===== src/rtl/hw2_bist_if.sv =====
// Operand/result bus between the BIST driver/checker and the hw2_cg datapath.
//   a, b, c : operands (driver -> datapath)
//   s       : 1 = add, 0 = subtract (driver -> datapath)
//   d       : datapath result, 2*width bits (datapath -> driver)
interface hw2_bist_if #(
    parameter int unsigned width = 8
) ();
    logic [width-1:0]   a;
    logic [width-1:0]   b;
    logic [width-1:0]   c;
    logic               s;
    logic [2*width-1:0] d;

    modport master (output a, output b, output c, output s, input d);
    modport slave  (input a, input b, input c, input s, output d);
endinterface


===== src/rtl/hw2_bist.sv =====
// Self-test driver/checker for the hw2_cg datapath d = (a +/- b) * c.
// After start it drives NUM_VEC LFSR-derived vectors, one per cycle, and
// checks each result LATENCY cycles later against a locally computed value.
//   clk, rst_n     : clock (rising edge), async active-low reset
//   start          : run request, honoured in IDLE/DONE
//   c_zero         : force c = 0 for the run (latched at start)
//   dp             : operand/result bus (master side)
//   busy, done     : RUN/DRAIN and DONE status
//   pass           : no mismatches in the last run (valid with done)
//   err_cnt        : saturating mismatch count
//   first_err_idx  : index of the first mismatching vector, 16'hFFFF if none
module hw2_bist #(
    parameter int unsigned width   = 8,
    parameter int unsigned NUM_VEC = 100,
    parameter int unsigned LATENCY = 1,
    parameter logic [31:0] SEED    = 32'h1D2C_3B4A
) (
    input  logic             clk,
    input  logic             rst_n,
    input  logic             start,
    input  logic             c_zero,
    hw2_bist_if.master       dp,
    output logic             busy,
    output logic             done,
    output logic             pass,
    output logic [15:0]      err_cnt,
    output logic [15:0]      first_err_idx
);

    localparam int unsigned DW         = 2 * width;
    localparam int unsigned LAST       = LATENCY - 1;
    localparam logic [31:0] POLY       = 32'h8020_0003;
    localparam logic [15:0] LAST_IDX   = 16'(NUM_VEC - 1);
    localparam logic [2:0]  DRAIN_LAST = 3'(LATENCY - 1);

    typedef enum logic [1:0] {IDLE, RUN, DRAIN, DONE} state_t;

    state_t             state_q, state_nxt;
    logic               load_c, step_c, mismatch_c;
    logic [31:0]        lfsr_q;
    logic [15:0]        idx_q;
    logic [2:0]         drain_q;
    logic               cz_q;
    logic [width-1:0]   a_q, b_q, c_q;
    logic               s_q;
    logic [DW-1:0]      a_x, b_x, c_x, t_c, exp_c;
    logic [15:0]        err_nxt_c;
    logic [DW-1:0]      pipe_exp [LATENCY];
    logic               pipe_vld [LATENCY];
    logic [15:0]        pipe_idx [LATENCY];

    function automatic logic [31:0] lfsr_step(input logic [31:0] l);
        return l[0] ? ((l >> 1) ^ POLY) : (l >> 1);
    endfunction

    assign dp.a = a_q;
    assign dp.b = b_q;
    assign dp.c = c_q;
    assign dp.s = s_q;

    // State register
    always_ff @(posedge clk or negedge rst_n) begin
        if (!rst_n) state_q <= IDLE;
        else        state_q <= state_nxt;
    end

    // Next state and per-cycle strobes
    always_comb begin
        state_nxt = state_q;
        load_c    = 1'b0;
        step_c    = 1'b0;
        case (state_q)
            IDLE, DONE: begin
                if (start) begin
                    state_nxt = RUN;
                    load_c    = 1'b1;
                end
            end
            RUN: begin
                if (idx_q == LAST_IDX) state_nxt = DRAIN;
                else                   step_c    = 1'b1;
            end
            DRAIN: begin
                if (drain_q == DRAIN_LAST) state_nxt = DONE;
            end
            default: state_nxt = IDLE;
        endcase
    end

    // Drain cycle counter, parked at zero outside DRAIN
    always_ff @(posedge clk or negedge rst_n) begin
        if (!rst_n)                drain_q <= 3'd0;
        else if (state_q != DRAIN) drain_q <= 3'd0;
        else                       drain_q <= drain_q + 3'd1;
    end

    // Vector generator: the start edge already presents vector 0 from SEED
    always_ff @(posedge clk or negedge rst_n) begin
        if (!rst_n) begin
            lfsr_q <= SEED;
            idx_q  <= 16'd0;
            cz_q   <= 1'b0;
            a_q    <= '0;
            b_q    <= '0;
            c_q    <= '0;
            s_q    <= 1'b1;
        end else if (load_c) begin
            lfsr_q <= lfsr_step(SEED);
            idx_q  <= 16'd0;
            cz_q   <= c_zero;
            a_q    <= SEED[width-1:0];
            b_q    <= SEED[2*width-1:width];
            c_q    <= c_zero ? '0 : SEED[3*width-1:2*width];
            s_q    <= SEED[3*width];
        end else if (step_c) begin
            lfsr_q <= lfsr_step(lfsr_q);
            idx_q  <= idx_q + 16'd1;
            a_q    <= lfsr_q[width-1:0];
            b_q    <= lfsr_q[2*width-1:width];
            c_q    <= cz_q ? '0 : lfsr_q[3*width-1:2*width];
            s_q    <= lfsr_q[3*width];
        end
    end

    // Expected result of the vector currently on the bus
    always_comb begin
        a_x   = DW'(a_q);
        b_x   = DW'(b_q);
        c_x   = DW'(c_q);
        t_c   = s_q ? (a_x + b_x) : (a_x - b_x);
        exp_c = t_c * c_x;
    end

    // Delay line aligning expected value and index with the datapath result
    always_ff @(posedge clk or negedge rst_n) begin
        if (!rst_n) begin
            for (int i = 0; i < int'(LATENCY); i++) begin
                pipe_exp[i] <= '0;
                pipe_vld[i] <= 1'b0;
                pipe_idx[i] <= 16'd0;
            end
        end else begin
            pipe_vld[0] <= (state_q == RUN);
            pipe_exp[0] <= exp_c;
            pipe_idx[0] <= idx_q;
            for (int i = 1; i < int'(LATENCY); i++) begin
                pipe_vld[i] <= load_c ? 1'b0 : pipe_vld[i-1];
                pipe_exp[i] <= pipe_exp[i-1];
                pipe_idx[i] <= pipe_idx[i-1];
            end
        end
    end

    assign mismatch_c = pipe_vld[LAST] && (dp.d != pipe_exp[LAST]);

    always_comb begin
        err_nxt_c = err_cnt;
        if (load_c)                                  err_nxt_c = 16'd0;
        else if (mismatch_c && err_cnt != 16'hFFFF)  err_nxt_c = err_cnt + 16'd1;
    end

    // Status outputs; pass is settled on the edge that enters DONE
    always_ff @(posedge clk or negedge rst_n) begin
        if (!rst_n) begin
            err_cnt       <= 16'd0;
            first_err_idx <= 16'hFFFF;
            busy          <= 1'b0;
            done          <= 1'b0;
            pass          <= 1'b0;
        end else begin
            err_cnt <= err_nxt_c;
            if (load_c)                             first_err_idx <= 16'hFFFF;
            else if (mismatch_c && err_cnt == 16'd0) first_err_idx <= pipe_idx[LAST];
            busy <= (state_nxt == RUN) || (state_nxt == DRAIN);
            done <= (state_nxt == DONE);
            if (load_c)                                      pass <= 1'b0;
            else if (state_q == DRAIN && state_nxt == DONE)  pass <= (err_nxt_c == 16'd0);
        end
    end

endmodule


===== src/flat_wrapper.sv =====
// flat-port wrapper written by rule: the top's interface ports become plain ports
module hw2_bist_flat 
#(
    parameter int unsigned width   = 8,
    parameter int unsigned NUM_VEC = 100,
    parameter int unsigned LATENCY = 1,
    parameter logic [31:0] SEED    = 32'h1D2C_3B4A
)
  (clk, rst_n, start, c_zero, busy, done, pass, err_cnt, first_err_idx, dp_a, dp_b, dp_c, dp_s, dp_d);
  hw2_bist_if #(.width(width)) dp_i ();
  input  logic clk;
  input  logic rst_n;
  input  logic start;
  input  logic c_zero;
  output logic busy;
  output logic done;
  output logic pass;
  output logic [15:0] err_cnt;
  output logic [15:0] first_err_idx;
  output wire logic [$bits(dp_i.a)-1:0] dp_a;
  output wire logic [$bits(dp_i.b)-1:0] dp_b;
  output wire logic [$bits(dp_i.c)-1:0] dp_c;
  output wire logic [$bits(dp_i.s)-1:0] dp_s;
  input wire logic [$bits(dp_i.d)-1:0] dp_d;
  assign dp_a = dp_i.a;
  assign dp_b = dp_i.b;
  assign dp_c = dp_i.c;
  assign dp_s = dp_i.s;
  assign dp_i.d = dp_d;
  hw2_bist #(.width(width), .NUM_VEC(NUM_VEC), .LATENCY(LATENCY), .SEED(SEED)) u_core (.clk(clk), .rst_n(rst_n), .start(start), .c_zero(c_zero), .dp(dp_i), .busy(busy), .done(done), .pass(pass), .err_cnt(err_cnt), .first_err_idx(first_err_idx));
endmodule

===== config.mk =====
export PLATFORM = sky130hd
export DESIGN_NAME = hw2_bist_flat
export DESIGN_NICKNAME = d
export VERILOG_FILES = /design/src/rtl/hw2_bist_if.sv /design/src/rtl/hw2_bist.sv /design/src/flat_wrapper.sv
export SDC_FILE = /design/constraint.sdc
export NUM_CORES = 1
export LEC_CHECK = 0
export CORE_MARGIN = 8
export CORE_UTILIZATION = 53
export CTS_CLUSTER_SIZE = 20
export DETAILED_ROUTE_END_ITERATION = 7
export PLACE_DENSITY = 0.77
export SETUP_SLACK_MARGIN = 0.2
export SLEW_MARGIN = 5
export SYNTH_ARGS = -nofsm -noshare
export SYNTH_HDL_FRONTEND = slang
export SYNTH_SLANG_ARGS = --single-unit

===== constraint.sdc =====
create_clock -name clk -period 5.6 [get_ports clk]
set_input_delay 1.12 -clock clk [delete_from_list [all_inputs] [get_ports clk]]
set_output_delay 1.12 -clock clk [all_outputs]
set_load 0.01 [all_outputs]

# Word-level counts from Yosys, hierarchy flattened

Index checks and enable logic that the tools add are counted.

Register bits: 147
Input bits: 20
Output and inout port bits: 60
Word-level logic and storage cells: 78

Add/sub/neg operators: 5
Multiply operators: 1
Equal/unequal tests: 10
Multiplexer cells: 31
Bitwise operators: 1
Reduce and logical (&&, ||, !) cells: 13

Operators with widths:

| cell                                                             | count |
|---|---|
| 16-bit 2-to-1 mux                                                | 7 |
| 32-bit 2-to-1 mux                                                | 3 |
| 8-bit 2-to-1 mux                                                 | 7 |
| 16-bit by 1-bit adder with 16-bit output, second input constant  | 2 |
| 16-bit logical NOT                                               | 2 |
| 16-bit by 7-bit == test with 1-bit output, second input constant | 1 |
| 16-bit by 8-bit multiplier with 16-bit output                    | 1 |
| 16-bit inequality test                                           | 1 |
| 16-bit inequality test, second input constant                    | 1 |
| 8-bit by 8-bit adder with 9-bit output                           | 1 |
| 8-bit by 8-bit subtractor with 9-bit output                      | 1 |
| 2-bit == test, second input constant                             | 4 |
| 1-bit 2-to-1 mux                                                 | 8 |
| 2-bit 2-to-1 mux                                                 | 3 |
| 6-bit 2-to-1 mux                                                 | 1 |
| 2-bit case mux with 3 select lines                               | 1 |
| 2-bit nonzero test                                               | 3 |
| 2-bit by 1-bit == test with 1-bit output, second input constant  | 2 |
| 1-bit logical AND                                                | 4 |
| 3-bit inverter with 4-bit output                                 | 1 |
| 3-bit by 1-bit adder with 3-bit output, second input constant    | 1 |
| 3-bit logical NOT                                                | 1 |
| 3-bit 2-to-1 mux                                                 | 1 |
| 2-bit logical NOT                                                | 1 |
| 3 further kinds                                                  | 3 |

# Depth between registers and ports, before layout

Gate-level depths: netlist of the first run.

Depth after elaboration: 8
Mapped depth: 25
Mapped depth without buffers: 25

# Least setup slack after synthesis of the first run

Ideal clock, no wire load.

Path type: flip-flop to flip-flop
Start: register u_core.b_q[1], in the netlist u_core.dp.b[1]
End: register u_core.pipe_exp[15] (netlist bit)
Arrival: 6013 ps
Slack: -493 ps
Cell stages (with the launch flop): 24
Path buffers: 0
Period minus slack after synthesis: 6093 ps
Cell sequence: dfrtp_1 > inv_1 > ha_1 > nand2b_1 > a21oi_1 > o21ai_0 > a21oi_1 > o21ai_0 > o21ai_0 > a221oi_2 > mux2_2 > fa_1 > inv_1 > fa_1 > fa_1 > inv_1 > fa_1 > inv_1 > ha_1 > a21o_1 > a31o_2 > a41o_1 > o41ai_1 > xnor2_1

Cells in the longest elaborated chain, start to end: 3
Elaborated cells on any way between the ends: 4
Classes of those cells: add/sub (2); mul (1); mux (1)

Ends and longest elaborated chain:

| what                                                                                                         | line            | RTL |
|---|---|---|
| start: declaration                                                                                           | hw2_bist.sv:44  | `logic [width-1:0] a_q, b_q, c_q;` |
| start signal: assignment                                                                                     | hw2_bist.sv:112 | `b_q <= SEED[2*width-1:width];` |
| start signal: assignment                                                                                     | hw2_bist.sv:119 | `b_q <= lfsr_q[2*width-1:width];` |
| 8-bit by 8-bit subtractor with 9-bit output / 8-bit by 8-bit adder with 9-bit output (equally long branches) | hw2_bist.sv:130 | `t_c = s_q ? (a_x + b_x) : (a_x - b_x);` |
| 16-bit 2-to-1 mux (*)                                                                                        | hw2_bist.sv:130 |  |
| 16-bit by 8-bit multiplier with 16-bit output (*)                                                            | hw2_bist.sv:131 | `exp_c = t_c * c_x;` |
| net u_core.exp_c[15]                                                                                         | hw2_bist.sv:46  | `logic [DW-1:0] a_x, b_x, c_x, t_c, exp_c;` |
| end signal: indexed assignment                                                                               | hw2_bist.sv:148 | `pipe_exp[i] <= pipe_exp[i-1];` |
| end: declaration                                                                                             | hw2_bist.sv:48  | `logic [DW-1:0] pipe_exp [LATENCY];` |

Mark *: on every way through the listed nets, which the timed path passes. The rest lies on a longest branch.
A chain may end at the register's enable or synchronous reset.

# Worst setup path in the final report of the first run

Same ends and word-level chain as after synthesis.

==> results.txt, run 1 <==
----------------------------------------------------
[STA]
  Final Slew Violations ... 0
  Endpoints failing setup ... 0
  Portion of the clock cycle consumed by the worst path in the final layout ... 99.9%
  Fmax achieved ... 179 MHz
  Unrepaired setup endpoints after global routing ... true
  Fin Clk Skew ... 0.00919 ns
  Clock period minus worst slack ... 5.60 ns
  Relative max-transition margin ... 26.8%
  Number of failing hold endpoints at the final stage ... 0
  Tightest Pin Transition ... 1.10 ns
  Setup Total Neg Slack ... 0 ns

[Clocking]
  H-tree level count ... 4
  Clock sinks ... 140
  Clk root buf ... sky130_fd_sc_hd__clkbuf_16
  Clock-pin slew reported for the worst setup and hold paths after clock tree synthesis ... 0.06 ns
  Number of buffers added to fix hold violations after cts ... 0
  TritonCTS clock tree ... built
  Buffer levels on the longest clock path ... 2
  Number of buffers created by CTS ... 17
  Clock Latency Late Sink ... 0.42 ns

[Worst setup path]
  Start-to-end type of the worst setup path ... reg -> reg
  Count of buffer and inverter cells on the critical path ... 5
  Data required time at the worst endpoint ... 5.90 ns
  Slowest stage delay, CP ... 0.50 ns
  Cell mode on critical path ... sky130_fd_sc_hd__fa_1
  Slowest cell on the critical path ... sky130_fd_sc_hd__fa_1
  Data arrival time of the worst path ... 5.90 ns
  CP Capture Type ... flop
  List of cells traversed by the critical path ... inv_4, ha_4, nor2b_4, o21ai_2, nand2b_1, a21o_1, a21o_1, a2111oi_4, a221oi_4, buf_12, mux2_4, fa_1, inv_2, fa_1, fa_1, inv_1, fa_1, inv_2, ha_4, a21o_1, a31o_4, a41o_1, o41ai_2, xnor2_1
  Flop-to-flop setup slack ... 0.004 ns
  Maximum net fanout on the critical path ... 6
  Family of cells with the greatest summed delay on the critical path ... adder cells
  Category of the worst setup path launch point ... flop

[Logic synthesis]
  Top-count cell post-synth ... sky130_fd_sc_hd__nand2_1
  Commonest cells in the netlist ... sky130_fd_sc_hd__nand2_1, sky130_fd_sc_hd__dfrtp_1, sky130_fd_sc_hd__inv_1
  Net count of the mapped netlist ... 1098
  Number of instances in the synthesized netlist ... 969
  Fraction of post-synthesis cell area in the top cell type by area ... 29.1%
  Part of the Yosys area used for sequential elements ... 38.1%
  Async S/R FF share, synth ... 100%
  #FFs+latches synth ... 140
  Count of unique library cells instantiated by Yosys ... 54
  Post-synth top area cell ... sky130_fd_sc_hd__dfrtp_1
  YS warnings ... 0
  Post-synth EDFFs ... 0
  Cells taking the most area after synthesis ... sky130_fd_sc_hd__dfrtp_1, sky130_fd_sc_hd__fa_1, sky130_fd_sc_hd__dfstp_2
  Total standard cell area after synthesis ... 0.00930 sq mm
  Most used flip-flop cell after synthesis ... sky130_fd_sc_hd__dfrtp_1
  Avg Synthesized Cell Area ... 9.60 sq um

[Cells and area]
  Utilization after layout ... 66.6%
  Fill cell instance count of the final layout ... 1340
  Proportion of layout cells with a drive suffix above 1 ... 16.9%
  Area occupied by multi-input gates ... 0.00551 sq mm
  Area overhead of the layout relative to synthesis ... 23.5%
  Final net count ... 1194
  Number of inserted diodes ... 0
  Register Area ... 0.00354 sq mm

[Routing]
  Post-route DRC ... 0
  Detailed-routing iteration count for the pre-antenna-repair pass ... 4
  Routed WL per cell ... 16.0 um
  Via/cell ratio ... 5.30
  First DRT Iteration DRCs ... 410
  Wire length reported by the detailed router ... 20900 um
  Via count ... 6901
  Routed Antenna Nets ... 0

[Placement]
  Global placement routability congestion ... 0.895
  Post-detail-place hpwl ... 14400 um
  Number of I/O port buffers ... 79

[Hold path]
  Worst min path class ... reg -> reg

[Power and ir drop]
  Power per unit of standard cell area ... 211 mW/mm^2
  Switching share of power ... 23.9%
  Clock power frac ... 47.9%
  Total Power Consumption ... 0.00242 W
  Pint ... 0.00184 W
  Static Leakage ... 5.14 nW
  Net Switching ... 0.000580 W
  Power share of the combinational group ... 7.2%
  Sequential share of power ... 44.9%
  Peak VDD IR ... 0.217 mV

[GRT]
  Global-route congestion overflow total ... 0
  Global-route usage over all layers ... 18.8%
  First-pass GRT wire length ... 33700 um
  Antenna violations before repair ... 0
  Vias in the first global route ... 6931
  Largest net degree at the start of global routing ... 101

[Die]
  Initial core utilization ... 54.0%
  I/O pin count ... 80
  Standard-cell rows ... 48
  X dimension of the die ... 148 um
  Die Ht ... 148 um
  Placeable Area ... 0.0172 sq mm
  Area enclosed by the die boundary ... 0.0220 sq mm

[Outcome]
  Status ... completed

[Run]
  Maximum Capacitance Violations ... 0

----------------------------------------------------
per-stage QoR:
stage | cell area [sq um] | hold slack (ns) | setup slack, ns | cells
after floorplan | 9390 | 0.392 | 0.106 | 969
after global placement | 10500 | 0.416 | -0.0289 | 1258
after detailed placement | 10500 | 0.408 | -0.120 | 1258
after CTS | 11100 | 0.432 | 0.0522 | 1291
after global routing | 11500 | 0.447 | -0.253 | 1303
final | 11500 | 0.434 | 0.00431 | 1303
state kept, by name, summed over array words and instances (netlist names), 2 cells and up:
signal / count
u_core.dp.a: 8
u_core.dp.b: 7
u_core.dp.c: 8
u_core.drain_q: 3
u_core.err_cnt: 16
u_core.first_err_idx: 16
u_core.idx_q: 16
u_core.lfsr_q: 26
u_core.pipe_exp: 16
u_core.pipe_idx: 16
u_core.state_q: 2
cell usage in the layout, fill, tap and decap left out, types with 4 or more instances in the layout:
| cell type | Yosys | final |
|---|---|---|
| sky130_fd_sc_hd__nand2_1 | 140 | 139 |
| sky130_fd_sc_hd__dfrtp_1 | 108 | 107 |
| sky130_fd_sc_hd__inv_1 | 107 | 98 |
| sky130_fd_sc_hd__clkdlybuf4s50_1 | 0 | 78 |
| sky130_fd_sc_hd__fa_1 | 61 | 58 |
| sky130_fd_sc_hd__nor2_1 | 58 | 56 |
| sky130_fd_sc_hd__xnor2_1 | 56 | 51 |
| sky130_fd_sc_hd__and2_1 | 53 | 49 |
| sky130_fd_sc_hd__a21oi_1 | 53 | 43 |
| sky130_fd_sc_hd__ha_1 | 48 | 39 |
| sky130_fd_sc_hd__buf_4 | 7 | 36 |
| sky130_fd_sc_hd__dfstp_2 | 32 | 32 |
| sky130_fd_sc_hd__mux2i_1 | 23 | 22 |
| sky130_fd_sc_hd__o21ai_0 | 25 | 18 |
| sky130_fd_sc_hd__xor2_1 | 17 | 17 |
| sky130_fd_sc_hd__nand3_1 | 19 | 17 |
| sky130_fd_sc_hd__clkbuf_16 | 0 | 17 |
| sky130_fd_sc_hd__nand4_1 | 15 | 15 |
| sky130_fd_sc_hd__nand2b_1 | 13 | 12 |
| sky130_fd_sc_hd__nor4_1 | 11 | 10 |
| sky130_fd_sc_hd__nor3_1 | 11 | 10 |
| sky130_fd_sc_hd__nor2b_1 | 12 | 10 |
| sky130_fd_sc_hd__a21oi_2 | 0 | 8 |
| sky130_fd_sc_hd__inv_2 | 0 | 8 |
| sky130_fd_sc_hd__and3_1 | 7 | 7 |
| sky130_fd_sc_hd__ha_4 | 0 | 7 |
| sky130_fd_sc_hd__a21o_1 | 6 | 6 |
| sky130_fd_sc_hd__buf_6 | 0 | 6 |
| sky130_fd_sc_hd__o211ai_1 | 5 | 5 |
| sky130_fd_sc_hd__xnor2_2 | 0 | 5 |
| sky130_fd_sc_hd__nand3b_1 | 5 | 5 |
| sky130_fd_sc_hd__o21ai_2 | 0 | 4 |
| sky130_fd_sc_hd__o21ai_1 | 1 | 4 |
| sky130_fd_sc_hd__or2_2 | 4 | 4 |
| sky130_fd_sc_hd__clkinv_2 | 0 | 4 |
path summary, 6_finish.rpt:
| path | startpoint | to | depth (start not counted) |
|---|---|---|---|
| setup / recovery | u_core.dp.b[1]$_DFFE_PN0P_ | u_core.pipe_exp[15]$_DFF_PN0_ | 24 |
| min in group asynchronous | rst_n | u_core.pipe_exp[6]$_DFF_PN0_ | 1 |
| hold / removal | u_core.idx_q[15]$_DFFE_PN0P_ | u_core.pipe_idx[15]$_DFF_PN0_ | 0 |
| hold reg to reg | u_core.idx_q[15]$_DFFE_PN0P_ | u_core.pipe_idx[15]$_DFF_PN0_ | 0 |
| max in group asynchronous | rst_n | u_core.lfsr_q[13]$_DFFE_PN1P_ | 2 |
| setup reg to reg | u_core.dp.b[1]$_DFFE_PN0P_ | u_core.pipe_exp[15]$_DFF_PN0_ | 24 |
what timing repair did:
| item | CTS | global route |
|---|---|---|
| buffers inserted | 1 | 12 |
| setup endpoints to repair | 6 | 6 |
| gates resized for setup | 4 | 63 |
| pin swaps | 4 | 31 |
logic make-up (layout without fill, tap and decap cells):
family          Yosys count  after routing  synth area share (%)
mux                      27             27                  2.96
fa+ha+maj               109            109                  19.6
simple gates            358            358                  18.6
buf+inv                 151            260                  6.40
xor+xnor                 74             74                  7.05
compound gates          110            110                  7.32
flops                   140            140                  38.1
layer usage:
layer,GRT usage [%],vias to the layer above,share of wire [%],routed length [um]
li1,-,3300,-,-
met1,23.7,3451,42,8820
met2,32.1,122,52,10800
met3,3.40,28,3.8,800
met4,6.02,0,2.2,457
met5,0,-,0,0
worst reg2reg max path, cell delays in order (launching register included):
cell and delay [ns]:
sky130_fd_sc_hd__dfrtp_2 0.43, sky130_fd_sc_hd__inv_4 0.08, sky130_fd_sc_hd__ha_4 0.20, sky130_fd_sc_hd__nor2b_4 0.12, sky130_fd_sc_hd__o21ai_2 0.12, sky130_fd_sc_hd__nand2b_1 0.08, sky130_fd_sc_hd__a21o_1 0.16, sky130_fd_sc_hd__a21o_1 0.19
sky130_fd_sc_hd__a2111oi_4 0.36, sky130_fd_sc_hd__a221oi_4 0.07, sky130_fd_sc_hd__buf_12 0.16, sky130_fd_sc_hd__mux2_4 0.30, sky130_fd_sc_hd__fa_1 0.50, sky130_fd_sc_hd__inv_2 0.04, sky130_fd_sc_hd__fa_1 0.46, sky130_fd_sc_hd__fa_1 0.49
sky130_fd_sc_hd__inv_1 0.05, sky130_fd_sc_hd__fa_1 0.49, sky130_fd_sc_hd__inv_2 0.04, sky130_fd_sc_hd__ha_4 0.21, sky130_fd_sc_hd__a21o_1 0.19, sky130_fd_sc_hd__a31o_4 0.22, sky130_fd_sc_hd__a41o_1 0.20, sky130_fd_sc_hd__o41ai_2 0.23
sky130_fd_sc_hd__xnor2_1 0.11
power by group through the flow:
stage / logic, W / clock network, W / registers [W]
2_1_floorplan: 0.0000762 / 0 / 0.00110
3_3_place_gp: 0.000175 / 0 / 0.00110
3_5_place_dp: 0.000178 / 0 / 0.00110
4_1_cts: 0.000178 / 0.00117 / 0.00109
5_1_grt: 0.000193 / 0.00122 / 0.00109
6_report: 0.000175 / 0.00116 / 0.00109
area by class of cell:
class	instances	share of cell area, %
inverter	107	3.52
clock inverter	13	1.42
timing repair buffer	121	9.91
clock buffer	19	3.86
multi-input combinational	678	48.0
sequential	140	30.9
tap	225	2.45
No activity file was read; power rests on OpenSTA's default activity.
==> run 2: changes to the inputs <==
--- a/config.mk
+++ b/config.mk
@@ -7,7 +7,6 @@
 export LEC_CHECK = 0
 export CORE_MARGIN = 8
 export CORE_UTILIZATION = 53
-export CTS_CLUSTER_SIZE = 20
 export DETAILED_ROUTE_END_ITERATION = 7
 export PLACE_DENSITY = 0.77
 export SETUP_SLACK_MARGIN = 0.2
==> results of run 2 <==
Same layout as run 1: the final DEF is identical, and so are final timing and power.
